==> src/rtl/dbus_tx_queue.sv <==
// Byte FIFO between the UART receiver and the D-bus link engine transmit port.
// Bytes queue on single-cycle strobes and are handed to the engine one at a time.
module dbus_tx_queue #(
  parameter int c_DEPTH     = 16,
  parameter int c_LEVELSIZE = $clog2(c_DEPTH) + 1
) (
  input  logic                   i_clock,
  input  logic                   r_RESET,
  input  logic [7:0]             i_data,
  input  logic                   i_valid,
  input  logic                   i_flush,
  input  logic                   i_clear_overflow,
  output logic                   o_full,
  output logic                   o_empty,
  output logic [c_LEVELSIZE-1:0] o_level,
  output logic                   o_overflow,
  output logic                   o_sent,
  output logic [7:0]             o_dbus_data,
  output logic                   o_dbus_enable,
  input  logic                   i_dbus_busy,
  input  logic                   i_dbus_receiving,
  input  logic                   i_dbus_reset
);

  localparam int c_PW = $clog2(c_DEPTH);
  localparam logic [1:0] s_IDLE = 2'd0;
  localparam logic [1:0] s_REQ  = 2'd1;
  localparam logic [1:0] s_SENT = 2'd2;

  logic [7:0]             mem [c_DEPTH];
  logic [c_PW-1:0]        wr_ptr, rd_ptr;
  logic [c_LEVELSIZE-1:0] level_nxt;
  logic [1:0]             state;
  // Set while the presented byte still occupies the head slot; a flush clears it
  // so the later accept does not pop a slot that no longer belongs to it.
  logic                   head_owned;
  logic                   accept, pop, push, drop, launch;

  assign accept = (state == s_REQ) && i_dbus_busy && !i_dbus_receiving && !i_dbus_reset;
  assign pop    = accept && head_owned;
  assign push   = i_valid && !i_flush && (!o_full || pop);
  assign drop   = i_valid && !i_flush && o_full && !pop;
  assign launch = (state == s_IDLE) && !o_empty && !i_dbus_busy && !i_dbus_reset && !i_flush;

  always_comb begin
    level_nxt = o_level;
    if (i_flush)
      level_nxt = '0;
    else if (push && !pop)
      level_nxt = o_level + c_LEVELSIZE'(1);
    else if (pop && !push)
      level_nxt = o_level - c_LEVELSIZE'(1);
  end

  always_ff @(posedge i_clock) begin
    if (push) mem[wr_ptr] <= i_data;
  end

  always_ff @(posedge i_clock) begin
    if (!r_RESET) begin
      wr_ptr        <= '0;
      rd_ptr        <= '0;
      o_level       <= '0;
      o_full        <= 1'b0;
      o_empty       <= 1'b1;
      o_overflow    <= 1'b0;
      o_sent        <= 1'b0;
      o_dbus_data   <= 8'h00;
      o_dbus_enable <= 1'b0;
      state         <= s_IDLE;
      head_owned    <= 1'b0;
    end else begin
      o_level <= level_nxt;
      o_full  <= (level_nxt == c_LEVELSIZE'(c_DEPTH));
      o_empty <= (level_nxt == '0);
      if (push) wr_ptr <= wr_ptr + c_PW'(1);
      if (i_flush)  rd_ptr <= wr_ptr;
      else if (pop) rd_ptr <= rd_ptr + c_PW'(1);
      if (drop)                  o_overflow <= 1'b1;
      else if (i_clear_overflow) o_overflow <= 1'b0;
      o_sent <= accept;
      if (i_flush || pop) head_owned <= 1'b0;
      else if (launch)    head_owned <= 1'b1;
      case (state)
        s_IDLE: if (launch) begin
          o_dbus_data   <= mem[rd_ptr];
          o_dbus_enable <= 1'b1;
          state         <= s_REQ;
        end
        s_REQ: if (accept) begin
          o_dbus_enable <= 1'b0;
          state         <= s_SENT;
        end
        // One full cycle in SENT guarantees the engine saw enable low before the next byte.
        s_SENT: if (!i_dbus_busy) state <= s_IDLE;
        default: state <= s_IDLE;
      endcase
    end
  end

endmodule

==> config.mk <==
export PLATFORM = sky130hd
export DESIGN_NAME = dbus_tx_queue
export DESIGN_NICKNAME = d
export VERILOG_FILES = /design/src/rtl/dbus_tx_queue.sv
export SDC_FILE = /design/constraint.sdc
export NUM_CORES = 1
export LEC_CHECK = 0
export BUFFER_PORTS_ARGS = -buffer_cell sky130_fd_sc_hd__buf_2
export CAP_MARGIN = 10
export CORE_UTILIZATION = 40
export DETAILED_ROUTE_END_ITERATION = 10
export GPL_TIMING_DRIVEN = 0
export PLACE_DENSITY = 0.58
export SYNTH_ARGS = -nofsm -noshare
export SYNTH_HDL_FRONTEND = slang
export SYNTH_SLANG_ARGS = --single-unit
==> constraint.sdc <==
create_clock -name i_clock -period 3 [get_ports i_clock]
set_input_delay 0.6 -clock i_clock [delete_from_list [all_inputs] [get_ports i_clock]]
set_output_delay 0.6 -clock i_clock [all_outputs]
set_load 0.1 [all_outputs]
# Yosys cells after proc, flatten, opt, wreduce, memory -nomap -nowiden
# Memories as Yosys holds them, arrays and structs flattened. A register that Yosys moved wholly into a read port is not among the register bits.
# Index checks and enable logic that the tools add are counted.
[op_classes]
n_addsub = 4
eq_ne = 6
n_mux = 16
n_bitwise = 1
n_reduce_logical = 34
[op_table]
columns = ["op", "count"]
rows = [
  ["$mux W5", 3],
  ["$logic_and A1 B1 Y1", 14],
  ["$logic_not A1 Y1", 9],
  ["$add A4 B1 Y4 const B", 2],
  ["$mux W4", 2],
  ["$mux W1", 6],
  ["$mux W2", 3],
  ["$ne A2 B2 Y1 const B", 3],
  ["$pmux W2 S3", 1],
  ["$reduce_and A3 Y1", 2],
  ["$reduce_bool A2 Y1", 3],
  ["$add A5 B1 Y5 const B", 1],
  ["$eq A5 B5 Y1 const B", 1],
  ["$logic_not A5 Y1", 1],
  ["$sub A5 B1 Y5 const B", 1],
  ["$eq A2 B1 Y1 const B", 1],
  ["$eq A2 B2 Y1 const B", 1],
  ["$logic_not A2 Y1", 1],
  ["$logic_or A1 B1 Y1", 2],
  ["$pmux W1 S2", 1],
  ["$reduce_and A2 Y1", 1],
  ["$reduce_or A2 Y1", 1],
  ["$not A1 Y1", 1],
]
[word_totals]
register_bits = 21
ram_bits = 128
input_bits = 16
out_inout_bits = 18
word_cells = 72
n_memories = 1
[mem_list]
columns = ["memory", "depth", "width", "read_ports", "rd_ports_with_merged_regs", "write_ports", "line", "source"]
rows = [
  ["mem", 16, 8, 1, 1, 1, "30", "logic [7:0] mem [c_DEPTH];"],
]

# Longest topological paths before layout
[logic_depth]
ltp_word = 13
depth_mapped = 7
ltp_nobuf = 7

# Worst setup path before layout
# Ideal clock, no wire load.
[synth_path]
kind = "reg-to-reg"
startpoint = "reg o_level[0]"
endpoint = "reg o_empty"
setup_ns = 0.093
arrival_ns = 2.445
t_required_ns = 2.907
slack_ns = 0.462
stages_incl_launch_ff = 8
path_buffers = 0
synth_period_minus_slack_ns = 2.538
path_cell_list = "dfxtp_1 -> inv_1 -> ha_1 -> inv_1 -> nor4_1 -> or3_1 -> a221o_1 -> o311ai_2"
[synth_via]
elab_chain_cells = 5
word_cells_on_any_way = 6
cone_classes = "add/sub (2); mux (3); reduce/logical (1)"
[synth_rtl]
columns = ["element", "line", "source"]
rows = [
  ["from (decl)", "15", "output logic [c_LEVELSIZE-1:0] o_level,"],
  ["from (signal assigned)", "73", "o_level <= level_nxt;"],
  ["$sub A5 B1 Y5", "52", "level_nxt = o_level - c_LEVELSIZE'(1);"],
  ["$mux W5", "51", "else if (pop && !push)"],
  ["$mux W5 (*)", "49", "else if (push && !pop)"],
  ["$mux W5 (*)", "47", "if (i_flush)"],
  ["$logic_not A5 Y1 (*)", "75", "o_empty <= (level_nxt == '0);"],
  ["to (signal assigned)", "75", ""],
  ["to (decl)", "14", "output logic o_empty,"],
]
# Mark *: on every way between the ends. The rest lies on a longest branch, timed or not.
# A chain may end at the register's enable or synchronous reset.

# Worst setup path after layout
[layout_path]
startpoint = "reg state[1]"
endpoint = "mem mem[10][7] (enable)"
[layout_via]
elab_chain_cells = 9
[layout_rtl]
columns = ["element", "line", "source"]
rows = [
  ["from (decl)", "33", "logic [1:0] state;"],
  ["from (signal assigned)", "70", "state <= s_IDLE;"],
  ["from (signal assigned)", "88", "state <= s_REQ;"],
  ["from (signal assigned)", "92", "state <= s_SENT;"],
  ["$eq A2 B1 Y1", "39", "assign accept = (state == s_REQ) && i_dbus_busy && !i_dbus_receiving && !i_dbus_reset;"],
  ["$logic_and A1 B1 Y1 (3 in a row)", "39", ""],
  ["$logic_and A1 B1 Y1", "40", "assign pop = accept && head_owned;"],
  ["$logic_or A1 B1 Y1", "41", "assign push = i_valid && !i_flush && (!o_full || pop);"],
  ["$logic_and A1 B1 Y1", "41", ""],
  ["$mux W1", "56", "if (push) mem[wr_ptr] <= i_data;"],
  ["$mux W1 (implied by the code)", "56", ""],
  ["to (decl)", "30", ""],
]
# No other way between the ends.

==> impl_results.html <==
<table>
<tr><th>Metric</th><th>Value</th></tr>
<tr><th colspan="2">Status</th></tr>
<tr><td>Status</td><td>finished, final reports clean</td></tr>
<tr><th colspan="2">Floorplan</th></tr>
<tr><td>Count of boundary I/O pins</td><td>34</td></tr>
<tr><td>Effective utilization at floorplan</td><td>approximately two fifths</td></tr>
<tr><td>DIE WIDTH</td><td>~130 um</td></tr>
<tr><td>Standard cell core area</td><td>roughly 15000 sq um</td></tr>
<tr><td>Die Height</td><td>~130 um</td></tr>
<tr><td>Number of cell rows</td><td>45</td></tr>
<tr><td>Total Die Area</td><td>16270 sq um</td></tr>
<tr><th colspan="2">Setup path</th></tr>
<tr><td>Required time reported for the critical path endpoint</td><td>3050 ps</td></tr>
<tr><td>Endpoint arrival time on the critical path</td><td>~2700 ps</td></tr>
<tr><td>Element type at the critical path end</td><td>register</td></tr>
<tr><td>Setup Crit Path Kind</td><td>reg -&gt; reg</td></tr>
<tr><td>Critical Path Fanout Max</td><td>8</td></tr>
<tr><td>R2R Path End</td><td>mem[10][7]$_DFFE_PP_</td></tr>
<tr><td>Register-to-register setup slack</td><td>320 ps</td></tr>
<tr><td>Startpoint of the most critical register-to-register path</td><td>state[1]$_SDFFE_PN0P_</td></tr>
<tr><td>Type of origin of the critical path</td><td>register</td></tr>
<tr><td>Worst reg-to-reg path cell count</td><td>5</td></tr>
<tr><th colspan="2">Logic synthesis</th></tr>
<tr><td>Synthesized netlist net count</td><td>a little under 400</td></tr>
<tr><td>Netlist area before placement</td><td>6304 sq um</td></tr>
<tr><td>Mapped Cells</td><td>around 370</td></tr>
<tr><td>Part of the Yosys area used for sequential elements</td><td>70.19%</td></tr>
<tr><td>Register bit total from synthesis</td><td>157</td></tr>
<tr><td>Post-synth EDFFs</td><td>128</td></tr>
<tr><td>Count of different cell masters after synthesis</td><td>46</td></tr>
<tr><td>Most frequently used flop master after synthesis</td><td>edfxtp_1</td></tr>
<tr><td>Cell taking the most area after synthesis</td><td>edfxtp_1</td></tr>
<tr><td>Synth Area per Inst</td><td>16.99 sq um</td></tr>
<tr><td>Fraction of registers with async set or reset after synthesis</td><td>0%</td></tr>
<tr><td>Portion of synthesized cell area occupied by the leading cell type</td><td>about three fifths</td></tr>
<tr><td>Leading cell types by total area after synthesis</td><td>edfxtp_1 (61%), mux4_2 (11%), dfxtp_1 (9.2%)</td></tr>
<tr><td>Count of warnings emitted by yosys</td><td>0</td></tr>
<tr><th colspan="2">Global route</th></tr>
<tr><td>Overall track demand over capacity in global routing</td><td>17.70%</td></tr>
<tr><td>Global-route wire length before repair</td><td>between 20000 and 25000 um</td></tr>
<tr><td>Pin count of the biggest net entering global routing</td><td>17</td></tr>
<tr><td>Via count of the first global-routing pass</td><td>between 3000 and 4000</td></tr>
<tr><td>Congestion Overflow GR</td><td>0</td></tr>
<tr><td>Antenna violations before repair</td><td>0</td></tr>
<tr><th colspan="2">Finish</th></tr>
<tr><td># diodes</td><td>0</td></tr>
<tr><td>Net total in the final layout</td><td>about 450</td></tr>
<tr><td>Non-filler cells in the finished layout</td><td>about 650</td></tr>
<tr><td>Synthesis-to-layout area growth</td><td>16.42%</td></tr>
<tr><td>Most frequent cells in the layout</td><td>edfxtp_1 (128), buf_2 (40), mux4_2 (32)</td></tr>
<tr><td>Layout cells sized above 1</td><td>between 20 and 30%</td></tr>
<tr><td>Filler cell count in the final layout</td><td>roughly 1300</td></tr>
<tr><td>Most common cell after layout, fill and taps aside</td><td>edfxtp_1</td></tr>
<tr><th colspan="2">STA</th></tr>
<tr><td>Final Max Slew Viols</td><td>0</td></tr>
<tr><td>Final period util</td><td>between 80% and 90%</td></tr>
<tr><td>Measured slew at the worst slew-check pin</td><td>between 800 and 900 ps</td></tr>
<tr><td>Setup repair after global routing missed its margin</td><td>no</td></tr>
<tr><td>Setup Viol. Count Final</td><td>0</td></tr>
<tr><td>Worst setup slack after layout</td><td>roughly 320 ps</td></tr>
<tr><td>Max frequency</td><td>0.3736 GHz</td></tr>
<tr><td>Max Clock Skew</td><td>approximately 7.0 ps</td></tr>
<tr><td>Setup total negative slack</td><td>0 ps</td></tr>
<tr><td>Number of endpoints with negative hold slack in the final report</td><td>0</td></tr>
<tr><td>Max-Slew Margin vs Limit</td><td>a little over two fifths</td></tr>
<tr><td>Final critical delay including setup and external delays</td><td>between 2000 and 3000 ps</td></tr>
<tr><td>Worst hold margin</td><td>between 400 and 500 ps</td></tr>
<tr><th colspan="2">Placement</th></tr>
<tr><td>Number of buffers inserted by port buffering</td><td>33</td></tr>
<tr><td>Placed cell count</td><td>between 600 and 700</td></tr>
<tr><td>Worst setup slack after placement</td><td>-537.1 ps</td></tr>
<tr><td>Final Wtd Congestion</td><td>0.8532</td></tr>
<tr><td>Detailed placement HPWL</td><td>roughly 8600 um</td></tr>
<tr><th colspan="2">Route</th></tr>
<tr><td>Remaining number of nets flagged by the antenna check after routing</td><td>0</td></tr>
<tr><td>Initial DRC count</td><td>about 260</td></tr>
<tr><td>Avg Vias per Cell</td><td>approximately 5.3</td></tr>
<tr><td>Post-Route WL</td><td>roughly 13000 um</td></tr>
<tr><td>Average wire length per cell after detail routing</td><td>approximately 20 um</td></tr>
<tr><td>First-pass detailed-route iteration total</td><td>4</td></tr>
<tr><td>Detailed-route via count</td><td>3461</td></tr>
<tr><td>Residual DRC</td><td>0</td></tr>
<tr><th colspan="2">Worst hold path</th></tr>
<tr><td>Launch instance of the worst min-delay path</td><td>o_dbus_data[3]$_SDFFE_PN0P_</td></tr>
<tr><td>Worst min-delay path class</td><td>reg -&gt; reg</td></tr>
<tr><td>Hold Path Sink</td><td>o_dbus_data[3]$_SDFFE_PN0P_</td></tr>
<tr><td>Hold Path Depth</td><td>2</td></tr>
<tr><th colspan="2">Clock tree</th></tr>
<tr><td>Post-CTS setup buffer count</td><td>0</td></tr>
<tr><td>CTS Root Buffer Type</td><td>clkbuf_16</td></tr>
<tr><td>Sinks on Clock Net</td><td>157</td></tr>
<tr><td>Clock Latency Late Sink</td><td>430 ps</td></tr>
<tr><td>CTS tree</td><td>built</td></tr>
<tr><td>Number of CTS-inserted buffers</td><td>17</td></tr>
<tr><td>Clock transition at the registers of the reported paths</td><td>about 60 ps</td></tr>
<tr><td>Max Root-Sink Buffers</td><td>2</td></tr>
<tr><td>Number of H-tree levels</td><td>4</td></tr>
<tr><td>Hold-fix buffers at CTS</td><td>0</td></tr>
<tr><th colspan="2">Flow run</th></tr>
<tr><td>Maximum capacitance violations</td><td>0</td></tr>
<tr><th colspan="2">Power and ir drop</th></tr>
<tr><td>Maximum vdd ir drop</td><td>between 400 and 500 uV</td></tr>
<tr><td>LEAKAGE</td><td>around 2.5 nW</td></tr>
<tr><td>Power density relative to cell area</td><td>639.1 nW/um^2</td></tr>
<tr><td>Post-layout total power</td><td>between 0.004 and 0.005 W</td></tr>
</table>
metrics by stage:
step                      utilization (%)  area (sq um)
final                               47.92          7338
after CTS                           47.85          7328
after global placement              43.96          6733
after detailed placement            44.06          6748
after global routing                47.92          7338
after floorplan                         -          6304
sequential cells by signal, indices dropped and copies added (netlist names):
signal,count
mem,128
o_dbus_data,8
o_level,5
rd_ptr,4
wr_ptr,4
state,2
head_owned,1
o_dbus_enable,1
o_empty,1
o_full,1
o_overflow,1
o_sent,1
cell families (layout without fill, tap and decap cells):
| family | after synthesis | in the layout | synth area share, % |
|---|---|---|---|
| xor gates and xnor gates | 10 | 10 | 1.390 |
| DFF | 157 | 157 | 70.19 |
| adders and majority gates | 7 | 7 | 1.389 |
| and+or+nand+nor | 84 | 84 | 7.126 |
| buffers and inverters | 26 | 93 | 1.866 |
| AOI/OAI and AO/OA | 53 | 53 | 6.292 |
| muxes | 34 | 34 | 11.75 |
how the worst max path moves through the flow:
stage	startpoint	end	slack, ps	cells past startpoint
6_report	state[1]$_SDFFE_PN0P_	mem[10][7]$_DFFE_PP_	320	5
5_1_grt	state[1]$_SDFFE_PN0P_	mem[9][1]$_DFFE_PP_	140	5
4_1_cts	state[1]$_SDFFE_PN0P_	mem[1][4]$_DFFE_PP_	180	6
3_5_place_dp	i_dbus_receiving	mem[3][0]$_DFFE_PP_	-540	5
3_3_place_gp	i_dbus_receiving	mem[3][0]$_DFFE_PP_	-470	5
2_1_floorplan	o_level[0]$_SDFF_PN0_	o_empty$_SDFF_PN1_	460	7
where the power goes:
part / internal, W / switching, W
clock network: 0.00123 / 0.000868
registers: 0.00237 / 0.00000804
logic: 0.0000839 / 0.000136
repair_timing:
item	in CTS	in global routing
pin swaps	0	0
resized for setup	2	2
setup endpoints to repair	16	8
per-layer routing:
layer | GRT usage [%] | vias up | part of all wire (%)
met2 | 27.68 | 96 | 49
met4 | 7.353 | 0 | 1.8
met5 | 0 | - | 0
li1 | - | 1586 | -
met1 | 23.82 | 1760 | 44
met3 | 4.188 | 19 | 5.0
layout make-up:
| type | instances | area (sq um) | share of cell area, % |
|---|---|---|---|
| Sequential cell | 157 | 4424 | 60.29 |
| Buffer | 19 | 91.34 | 1.245 |
| Clock inverter | 14 | 141.4 | 1.927 |
| Multi-Input combinational cell | 188 | 1782 | 24.28 |
| Inverter | 7 | 26.28 | 0.3581 |
| Clock buffer | 18 | 429.2 | 5.848 |
| Tap cell | 211 | 264.0 | 3.598 |
| Timing Repair Buffer | 35 | 180.2 | 2.455 |
synth_stat cells (all sizes together), types with 3 or more instances:
cell / n
clkbuf: 6
edfxtp: 128
a211oi: 3
nor2b: 8
nor3: 6
nand3: 3
nor2: 19
dfxtp: 29
nand2b: 5
mux4: 32
a221oi: 8
o22ai: 9
nand2: 21
ha: 7
xnor2: 9
and2: 7
o21ai: 6
o211a: 3
a21oi: 7
a22o: 8
inv: 7
buf: 13
worst max-delay path, stage by stage (launching register included):
cell,delay (ps)
dfxtp_1,350
and3b_1,340
nand2_1,160
a21oi_1,450
nand2_1,270
nor2_1,720
No activity file was read; power rests on OpenSTA's default activity.
